File: src/rtl/serial_deserializer.sv
// serial_deserializer: framed serial-to-parallel receiver with a one-entry valid/ready holding register.
// Define PARITY_CHECK_EN to require an even-parity bit after each word.
module serial_deserializer #(
  parameter int DW = 8
) (
  input  logic          clk,
  input  logic          rst,
  input  logic          enable,
  input  logic          frame,
  input  logic          serial_in,
  input  logic          msb_first,
  output logic [DW-1:0] dout,
  output logic          dout_valid,
  input  logic          dout_ready,
  output logic          busy,
  output logic          overrun,
  output logic          frame_err,
  output logic          parity_err,
  input  logic          clr_err
);

  localparam int CW = $clog2(DW + 1);

`ifdef PARITY_CHECK_EN
  typedef enum logic [1:0] {
    IDLE   = 2'd0,
    SHIFT  = 2'd1,
    PARITY = 2'd2
  } state_e;
`else
  typedef enum logic [1:0] {
    IDLE  = 2'd0,
    SHIFT = 2'd1
  } state_e;
`endif

  state_e        state_q, state_d;
  logic [DW-1:0] sr_q, sr_d;
  logic [CW-1:0] cnt_q, cnt_d;
  logic          msb_q, msb_d;
  logic [DW-1:0] dout_q, dout_d;
  logic          dout_valid_q, dout_valid_d;
  logic          busy_q, busy_d;
  logic          overrun_q, overrun_d;
  logic          frame_err_q, frame_err_d;

  logic          word_done_s;
  logic [DW-1:0] word_s;
  logic          frame_set_s;
  logic          overrun_set_s;

  // Shifts one bit into the assembly register in the requested bit order.
  function automatic logic [DW-1:0] shift_in(input logic [DW-1:0] sr, input logic b, input logic msb);
    logic [DW-1:0] r;
    if (msb) begin
      r = {sr[DW-2:0], b};
    end else begin
      r = {b, sr[DW-1:1]};
    end
    return r;
  endfunction

`ifdef PARITY_CHECK_EN
  logic parity_err_q, parity_err_d;
  logic parity_set_s;

  // Even parity: data bits plus parity bit carry an even number of ones.
  function automatic logic even_parity_ok(input logic [DW-1:0] w, input logic p);
    return ~((^w) ^ p);
  endfunction
`endif

  // Receive FSM: bit collection, framing and completion detection.
  always_comb begin
    state_d     = state_q;
    sr_d        = sr_q;
    cnt_d       = cnt_q;
    msb_d       = msb_q;
    word_done_s = 1'b0;
    word_s      = sr_q;
    frame_set_s = 1'b0;
`ifdef PARITY_CHECK_EN
    parity_set_s = 1'b0;
`endif
    if (enable) begin
      case (state_q)
        IDLE: begin
          if (frame) begin
            msb_d   = msb_first;
            sr_d    = shift_in({DW{1'b0}}, serial_in, msb_first);
            cnt_d   = CW'(1);
            state_d = SHIFT;
          end else begin
            state_d = IDLE;
          end
        end
        SHIFT: begin
          if (!frame) begin
            frame_set_s = 1'b1;
            sr_d        = {DW{1'b0}};
            cnt_d       = {CW{1'b0}};
            state_d     = IDLE;
          end else if (cnt_q == CW'(DW - 1)) begin
`ifdef PARITY_CHECK_EN
            sr_d    = shift_in(sr_q, serial_in, msb_q);
            cnt_d   = CW'(DW);
            state_d = PARITY;
`else
            word_done_s = 1'b1;
            word_s      = shift_in(sr_q, serial_in, msb_q);
            sr_d        = {DW{1'b0}};
            cnt_d       = {CW{1'b0}};
            state_d     = IDLE;
`endif
          end else begin
            sr_d  = shift_in(sr_q, serial_in, msb_q);
            cnt_d = cnt_q + CW'(1);
          end
        end
`ifdef PARITY_CHECK_EN
        PARITY: begin
          sr_d    = {DW{1'b0}};
          cnt_d   = {CW{1'b0}};
          state_d = IDLE;
          if (!frame) begin
            frame_set_s = 1'b1;
          end else if (even_parity_ok(sr_q, serial_in)) begin
            word_done_s = 1'b1;
            word_s      = sr_q;
          end else begin
            parity_set_s = 1'b1;
          end
        end
`endif
        default: begin
          sr_d    = {DW{1'b0}};
          cnt_d   = {CW{1'b0}};
          state_d = IDLE;
        end
      endcase
    end else begin
      state_d = state_q;
    end
  end

  // Holding register: a completing word is accepted only if the slot is empty or being drained.
  always_comb begin
    dout_d        = dout_q;
    dout_valid_d  = dout_valid_q;
    overrun_set_s = 1'b0;
    if (word_done_s) begin
      if (!dout_valid_q || dout_ready) begin
        dout_d       = word_s;
        dout_valid_d = 1'b1;
      end else begin
        overrun_set_s = 1'b1;
      end
    end else if (dout_valid_q && dout_ready) begin
      dout_valid_d = 1'b0;
    end else begin
      dout_valid_d = dout_valid_q;
    end
  end

  // Sticky status: a new event outranks a simultaneous clear.
  always_comb begin
    busy_d      = (state_d != IDLE);
    overrun_d   = overrun_set_s ? 1'b1 : (clr_err ? 1'b0 : overrun_q);
    frame_err_d = frame_set_s   ? 1'b1 : (clr_err ? 1'b0 : frame_err_q);
`ifdef PARITY_CHECK_EN
    parity_err_d = parity_set_s ? 1'b1 : (clr_err ? 1'b0 : parity_err_q);
`endif
  end

  // State and output registers.
  always_ff @(posedge clk or negedge rst) begin
    if (!rst) begin
      state_q      <= IDLE;
      sr_q         <= {DW{1'b0}};
      cnt_q        <= {CW{1'b0}};
      msb_q        <= 1'b0;
      dout_q       <= {DW{1'b0}};
      dout_valid_q <= 1'b0;
      busy_q       <= 1'b0;
      overrun_q    <= 1'b0;
      frame_err_q  <= 1'b0;
    end else begin
      state_q      <= state_d;
      sr_q         <= sr_d;
      cnt_q        <= cnt_d;
      msb_q        <= msb_d;
      dout_q       <= dout_d;
      dout_valid_q <= dout_valid_d;
      busy_q       <= busy_d;
      overrun_q    <= overrun_d;
      frame_err_q  <= frame_err_d;
    end
  end

`ifdef PARITY_CHECK_EN
  // Parity error flag register.
  always_ff @(posedge clk or negedge rst) begin
    if (!rst) begin
      parity_err_q <= 1'b0;
    end else begin
      parity_err_q <= parity_err_d;
    end
  end
  assign parity_err = parity_err_q;
`else
  assign parity_err = 1'b0;
`endif

  assign dout       = dout_q;
  assign dout_valid = dout_valid_q;
  assign busy       = busy_q;
  assign overrun    = overrun_q;
  assign frame_err  = frame_err_q;

endmodule
File: config.mk
export PLATFORM = sky130hd
export DESIGN_NAME = serial_deserializer
export DESIGN_NICKNAME = d
export VERILOG_FILES = /design/src/rtl/serial_deserializer.sv
export SDC_FILE = /design/constraint.sdc
export NUM_CORES = 1
export LEC_CHECK = 0
export CORE_ASPECT_RATIO = 2
export CORE_MARGIN = 2
export CORE_UTILIZATION = 47
export CTS_CLUSTER_DIAMETER = 200
export DETAILED_ROUTE_END_ITERATION = 12
export GPL_ROUTABILITY_DRIVEN = 1
export PLACE_DENSITY = 0.74
export SLEW_MARGIN = 30
export SYNTH_ARGS = -nofsm -noshare
export SYNTH_HDL_FRONTEND = slang
export SYNTH_SLANG_ARGS = --single-unit
File: constraint.sdc
create_clock -name clk -period 1.4 [get_ports clk]
set_input_delay 0.28 -clock clk [delete_from_list [all_inputs] [get_ports clk]]
set_output_delay 0.28 -clock clk [all_outputs]
set_load 0.01 [all_outputs]
After elaboration in Yosys (flattened, before gate mapping)
Index checks and enable logic that the tools add are counted.
Widths: inputs -> output; s select.
{ "word_totals": {"ff_bits": 27, "in_bits": 8, "output_inout_bits": 13} }
{ "classes": {"add_sub_neg": 1, "eq_ne": 4, "mux": 34, "reduce_logical": 12} }
{ "ops": {"columns": ["cell", "n"], "rows": [
  ["$mux 8", 9],
  ["$mux 1", 16],
  ["$pmux 8 s2", 1],
  ["$mux 4", 3],
  ["$pmux 4 s2", 1],
  ["$reduce_bool 2->1", 4],
  ["$mux 2", 3],
  ["$reduce_and 2->1", 3],
  ["$add 4x1->4 const B", 1],
  ["$eq 4x3->1 const B", 1],
  ["$pmux 2 s2", 1],
  ["$reduce_and 3->1", 1],
  ["$eq 2x1->1 const B", 1],
  ["$logic_not 2->1", 1],
  ["$ne 2x1->1 const B", 1],
  ["$ne 2x2->1 const B", 1],
  ["$logic_and 1x1->1", 1],
  ["$logic_not 1->1", 1],
  ["$logic_or 1x1->1", 1]
]} }

Longest topological paths before layout
Gate-level depths: netlist (run 1).
{ "logic_depth": {"word_depth": 7, "ltp_mapped": 5} }

Worst setup path before layout (run 1)
No wires, ideal clock.
{ "synth_timing": {"path_type": "reg2reg", "startpoint": "reg cnt_q[0]", "endpoint": "reg dout_q[0], in the netlist dout[0]", "setup_time_ps": 125, "t_arrival_ps": 1361, "t_required_ps": 1275, "slack_ps": -86, "stages_incl_launch_ff": 6, "synth_period_minus_slack_ps": 1486, "cell_sequence": "dfrtp_1 -> ha_1 -> nand4b_4 -> nor3b_2 -> buf_6 -> mux2_4"} }
{ "synth_between": {"elab_chain_len": 6, "elab_cells_between_ends": 10} }
{ "synth_rtl": {"columns": ["element", "line_no", "source"], "rows": [
  ["start, declared", "39", "logic [CW-1:0] cnt_q, cnt_d;"],
  ["start signal, assigned", "180", "cnt_q <= {CW{1'b0}};"],
  ["start signal, assigned", "190", "cnt_q <= cnt_d;"],
  ["$eq 4x3->1 *", "103", "end else if (cnt_q == CW'(DW - 1)) begin"],
  ["$mux 1", "103", null],
  ["$mux 1", "98", "if (!frame) begin"],
  ["$mux 1", "86", "case (state_q)"],
  ["$mux 1", "85", "if (enable) begin"],
  ["$reduce_and 2->1 (no source line)", null, null],
  ["end signal, assigned", "182", "dout_q <= {DW{1'b0}};"],
  ["end signal, assigned", "192", "dout_q <= dout_d;"],
  ["end, declared", "41", "logic [DW-1:0] dout_q, dout_d;"]
]} }
Every way passes the cells marked *; elsewhere a longest branch is shown, timed or not.
A chain may end at the register's enable or synchronous reset.

Final worst setup path (run 1)
{ "layout_timing": {"startpoint": "reg cnt_q[0]", "endpoint": "reg sr_q[6]"} }
{ "layout_between": {"elab_chain_len": 4} }
{ "layout_rtl": {"columns": ["element", "line_no", "source"], "rows": [
  ["$eq 4x3->1", "103", null],
  ["$mux 8", "103", null],
  ["$mux 8", "98", null],
  ["$pmux 8 s2", "86", null],
  ["end signal, assigned", "179", "sr_q <= {DW{1'b0}};"],
  ["end signal, assigned", "189", "sr_q <= sr_d;"],
  ["end, declared", "38", "logic [DW-1:0] sr_q, sr_d;"]
]} }
Every way passes these cells.

==> results of run 1 <==
## metal layers
layer / GRT usage (%) / up-vias / share of wire [%] / wire (um)
met5: 0 / - / 0 / 0
met4: 8.71 / 0 / 3.0 / 89
met3: 1.81 / 6 / 1.8 / 54
met2: 35.5 / 14 / 57 / 1650
met1: 20.3 / 482 / 39 / 1130
li1: - / 472 / - / -
## through the flow
stage,utilization (%),hold slack [ns],area [um^2],power (W)
after detailed placement,59.9,0.485,1640,0.00136
after floorplan,-,-0.0156,1360,0.00116
after global placement,59.9,0.473,1640,0.00135
after CTS,62.6,0.379,1710,0.00180
final,64.0,0.369,1750,0.00180
after global routing,64.0,0.411,1750,0.00189
## cell type report
cell class	instances	area [um^2]	area share, %
Multi-Input combinational cell	71	637	36.4
Tap cell	29	36.3	2.07
Inverter	12	45.0	2.57
Timing Repair Buffer	35	313	17.9
Clock buffer	4	45.0	2.57
Sequential cell	27	676	38.6
## cells in the final DEF, fill, tap and decap left out, types with 2 or more instances in the layout
| cell | n |
|---|---|
| clkdlybuf4s50_1 | 6 |
| mux2i_1 | 15 |
| o311ai_2 | 2 |
| nand3_1 | 5 |
| buf_4 | 12 |
| buf_6 | 4 |
| inv_1 | 12 |
| o21ai_1 | 2 |
| o21ai_0 | 3 |
| dlygate4sd2_1 | 12 |
| o21ai_2 | 5 |
| clkbuf_8 | 3 |
| mux2_2 | 2 |
| nand2_1 | 10 |
| dfrtp_1 | 27 |
## power breakdown
part           internal [W]  switching, W
Clock              0.000204      0.000237
Sequential         0.000858     0.0000682
Combinational      0.000226      0.000205
## sequential cells by signal (all words and copies together) (netlist names)
| signal | cells |
|---|---|
| dout | 8 |
| sr_q | 8 |
| cnt_q | 4 |
| state_q | 2 |
| busy | 1 |
| dout_valid | 1 |
| frame_err | 1 |
| msb_q | 1 |
| overrun | 1 |
## kinds of logic (layout without fill, tap and decap cells)
kind of cell               Yosys count  in the layout  share of synthesized area (%)
AOI/OAI and AO/OA                   20             20                           10.7
adders and majority gates            1              1                          0.924
buffers and inverters               19             51                           7.58
DFF                                 27             27                           49.9
muxes                               18             18                           13.9
other                                1              1                          0.277
and+or+nand+nor                     31             31                           16.7
## worst min-delay path by stage
stage	start	endpoint	slack, ns	cells past startpoint
2_1_floorplan	rst	busy	-0.02	0
5_1_grt	rst	sr_q[2]	0.41	2
3_5_place_dp	overrun	overrun	0.48	1
3_3_place_gp	overrun	overrun	0.47	1
6_report	rst	sr_q[2]	0.37	2
4_1_cts	rst	sr_q[2]	0.38	2
## repair_timing
action,4_1_cts,5_1_grt
buffers inserted,1,0
hold buffers,0,0
pin swaps,3,7
setup endpoints to repair,29,18
gates resized for setup,25,9
hold endpoints to repair,0,0
==> metrics.csv, run 1 <==
metric;value;unit
max-slew violations;0;
mean post-synth cell area;11.6;um^2
Clock Sinks;27;
failing checks;negative setup slack;
Synth Register Bits;27;
Synth warnings;0;
family with the most delay on the worst path;flip-flops;
remaining antenna violation count after routing;0;
Remaining DRCs;0;
Die Area;3350;um^2
first-pass GRT wire length;4750;um
H-Tree Level Count;1;
share of the synthesized area in the top cell type;49.9;%
CTS tree;yes;
antenna violations before repair;0;
clk_lat worst skew;0.27;ns
fin cells;178;
WP depth;6;
flop2flop setup slack;-0.05;ns
Final Skew;0.00637;ns
Leakage;0.837;nW
Worst Setup Start Kind;register;
routed via count;974;
Worst EP required;1.60;ns
aggregate global-route resource usage;18.8;%
register area share after synthesis;49.9;%
commonest cells in the synthesized netlist;dfrtp_1, mux2i_1, inv_1, nand2_1, o21ai_0;
total CTS buffers;3;
Total Neg Setup Slack;-0.120;ns
mapped cell area;1350;um^2
row count;27;
grt ovf;0;
chip width;42.0;um
Area growth syn-to-layout;29.4;%
top cells by area, synth;dfrtp_1, mux2i_1, o21ai_0;
CP endpoint;sr_q[6];
Hold Fails Final Rpt;0;
Pre-antenna DRT Iters;4;
critical path cell sequence;ha_4 > buf_4 > nand3b_1 > nand4_4 > buf_6 > o21ai_1;
Unique masters post-synth;38;
hold crit path type;input pin to async pin;
RePlAce Congestion;0.844;
worst r2r src;cnt_q[0];
Routed Wire Length;2920;um
post-place setup slack;-0.342;ns
initial drt markers;20;
Starting Density;49.5;%
Clock Path Buffers;2;
largest net degree at the start of global routing;28;
Tcrit/Tclk final;103;%
Crit Path Class;register to register;
Antenna Diode Count;0;
outcome;complete, but fails checks;
ys flop type;dfrtp_1;
Critical Path Fanout Max;7;
PD cells;1030;nW/um^2
EDFF count, synth;0;
hpwl dp;2130;um
Setup crit start;cnt_q[0];
# IOs;21;
asr flop ratio synth;100;%
fill count;224;
core area;2740;um^2
clock-pin slew on the worst setup and hold paths;0.09;ns
root buf cell;clkbuf_8;
IO Port Bufs;19;
Synthesized Nets;126;
fin crit period;1.45;ns
layout cell share with drive strength beyond 1;25.5;%
VDD IR max;0.678;mV
DR vias/cell;5.47;
Crit. End Element;register;
Slowest-stage cell, CP;dfrtp_1;
Final WS setup;-0.0456;ns
RSZ-0062 raised after global routing;yes;
Max Freq;692;MHz
Nets;159;
count leader, synth;dfrtp_1;
Synth area leader;dfrtp_1;
slowest stage delay, CP;0.43;ns
detailed-route wire length per cell;16.4;um
Critical path buffers and inverters;2;
Placed Cells;173;
Syn Inst Count;117;
worst flop-to-flop path endpoint;sr_q[6];
# Max-Cap Violations;0;
depth of the most critical reg-to-reg path;6;
vias in the first global route;1025;
# setup viols final;10;
DIE HEIGHT;79.9;um
Critical Path AT;1.64;ns
Power figures use the tool's default switching activity.
==> run 2, diff against run 1 <==
--- a/config.mk
+++ b/config.mk
@@ -5,13 +5,15 @@
 export SDC_FILE = /design/constraint.sdc
 export NUM_CORES = 1
 export LEC_CHECK = 0
+export CELL_PAD_IN_SITES_DETAIL_PLACEMENT = 1
+export CELL_PAD_IN_SITES_GLOBAL_PLACEMENT = 1
 export CORE_ASPECT_RATIO = 2
 export CORE_MARGIN = 2
-export CORE_UTILIZATION = 47
+export CORE_UTILIZATION = 37
 export CTS_CLUSTER_DIAMETER = 200
 export DETAILED_ROUTE_END_ITERATION = 12
 export GPL_ROUTABILITY_DRIVEN = 1
-export PLACE_DENSITY = 0.74
+export PLACE_DENSITY_LB_ADDON = 0.1
 export SLEW_MARGIN = 30
 export SYNTH_ARGS = -nofsm -noshare
 export SYNTH_HDL_FRONTEND = slang
==> metrics.csv, run 2 (synthesis gave the netlist of run 1 again) <==
metric;value;unit;change
outcome;complete, but fails checks;;
failing checks;negative setup slack;;
H-Tree Level Count;1;;unchanged
Leakage;0.894;nW;+6.8%
Nets;167;;+5.0%
Sequential Power Share;49.4;%;-2.1 points
Crit. End Element;register;;
detailed-route wire length per cell;17.5;um;+6.8%
clock-pin slew on the worst setup and hold paths;0.09;ns;about the same
fin cells;206;;+16%
RePlAce Congestion;0.800;;-5.2%
Clock Power Share;23.8;%;-0.7 points
Clock Sinks;27;;unchanged
switch share;29.2;%;+0.84 points
Crit Path Class;register to register;;
max-slew violations;0;;unchanged
Comb pwr share;26.7;%;+2.7 points
Remaining DRCs;0;;unchanged
P_sw;0.000545;W;+6.7%
aggregate global-route resource usage;19.4;%;+0.62 points
Final Skew;0.00412;ns;-0.00225 ns
Critical Path Fanout Max;4;;-3
grt met3 use;2.42;%;+0.61 points
Worst EP required;1.60;ns;about the same
chip width;46.8;um;+11%
Post-DP Area;1760;um^2;+7.2%
flop2flop setup slack;-0.05;ns;about the same
Die Area;4190;um^2;+25%
Power Internal;0.00132;W;+2.4%
PD cells;981;nW/um^2;-4.4%
row count;31;;+15%
first-pass GRT wire length;5720;um;+20%
total CTS buffers;3;;unchanged
fin crit period;1.45;ns;+0.000191 ns
hpwl dp;2750;um;+29%
Clock Path Buffers;2;;unchanged
final hold slack;0.361;ns;-0.00847 ns
worst flop-to-flop path endpoint;sr_q[4];;
Final WS setup;-0.0458;ns;-0.000191 ns
remaining antenna violation count after routing;0;;unchanged
Max Freq;692;MHz;about the same
grt ovf;0;;unchanged
GR Util met2;36.4;%;+0.89 points
core area;3570;um^2;+30%
# IOs;21;;unchanged
DR vias/cell;4.97;;-9.2%
Pre-antenna DRT Iters;4;;unchanged
most frequent cells in the layout;dfrtp_1, buf_4, mux2i_1;;
met1 GRT Util;19.2;%;-1.0 points
most common cell after layout, fill and taps aside;dfrtp_1;;
depth of the most critical reg-to-reg path;6;;unchanged
root buf cell;clkbuf_8;;
worst r2r src;cnt_q[0];;
vias in the first global route;1172;;+14%
initial drt markers;13;;-35%
routed via count;1023;;+5.0%
Final Cell Area;1900;um^2;+8.4%
layout cell share with drive strength beyond 1;34.4;%;+8.9 points
clk_lat worst skew;0.27;ns;about the same
IO Port Bufs;19;;unchanged
antenna violations before repair;0;;unchanged
Critical Path AT;1.65;ns;about the same
# Max-Cap Violations;0;;unchanged
# setup viols final;17;;+7
VDD IR max;0.604;mV;-11%
Antenna Diode Count;0;;unchanged
Placed Cells;202;;+17%
Routed Wire Length;3610;um;+24%
largest net degree at the start of global routing;28;;unchanged
hold crit path type;input pin to async pin;;
Worst Setup Start Kind;register;;
Hold Fails Final Rpt;0;;unchanged
most used routing layer in global routing;met2;;
RSZ-0062 raised after global routing;yes;;
Tcrit/Tclk final;103;%;about the same
CTS tree;yes;;
Starting Density;37.9;%;-12 points
Area growth syn-to-layout;40.2;%;
DIE HEIGHT;89.5;um;+12%
run 2: changes by cell type in the layout (fill, tap and decap cells not counted), moves of 2 or more:
cell / delta
buf_4: +7
buf_12: +2
o21ai_1: -2
o21ai_2: +2
run 2: final cells by class:
type | count | area (um^2)
Timing Repair Buffer | 43 | 394
Sequential cell | 27 | 677
Fill cell | 394 | 1670
Multi-Input combinational cell | 71 | 674
Inverter | 12 | 45.0
Clock buffer | 3 | 41.3
Clock inverter | 1 | 5.00
Tap cell | 49 | 61.3
run 2: how the worst max path moves through the flow:
stage | to | depth (start not counted) | from
3_3_place_gp | cnt_q[3] | 5 | frame
6_report | sr_q[4] | 6 | cnt_q[0]
4_1_cts | dout[2] | 5 | cnt_q[0]
5_1_grt | dout[4] | 5 | cnt_q[0]
3_5_place_dp | dout[2] | 5 | enable
2_1_floorplan | dout[0] | 5 | cnt_q[1]
run 2: metrics by stage:
stage,util (%),setup TNS [ns],setup WS (ns),total power (W)
2_1_floorplan,-,-0.0632,-0.0632,0.00116
3_3_place_gp,49.2,-5.50,-0.301,0.00140
3_5_place_dp,49.2,-6.60,-0.343,0.00142
4_1_cts,51.9,-0.715,-0.0791,0.00189
5_1_grt,53.2,-2.08,-0.165,0.00197
6_report,53.2,-0.521,-0.0458,0.00186
run 2: what timing repair did:
| item | 4_1_cts | 5_1_grt |
|---|---|---|
| resized for setup | 31 | 10 |
| pin swaps | 7 | 3 |
| setup buffers | 0 | 0 |
| hold buffers | 0 | 0 |
| endpoints found under the hold margin | 0 | 0 |
| setup endpoints to repair | 30 | 20 |
run 2: routing by layer:
metal	wire length (um)	share of wire, %	vias up
met2	2220	61	14
met5	0	0	-
met3	64	1.8	6
met4	80	2.2	0
li1	-	-	484
met1	1250	35	519
run 2: power groups by stage:
stage | Sequential [W] | Clock (W) | Combinational [W]
after floorplan | 0.000943 | 0 | 0.000222
after global placement | 0.000925 | 0 | 0.000473
after detailed placement | 0.000934 | 0 | 0.000491
after CTS | 0.000922 | 0.000467 | 0.000496
after global routing | 0.000932 | 0.000491 | 0.000549
final | 0.000921 | 0.000444 | 0.000498
run 2: worst max-delay path: stages, from the launching register on:
cell and delay [ns]:
dfrtp_1 0.44, ha_4 0.20, buf_4 0.14, nand3b_1 0.15
nand4_4 0.17, buf_6 0.17, o21ai_2 0.12
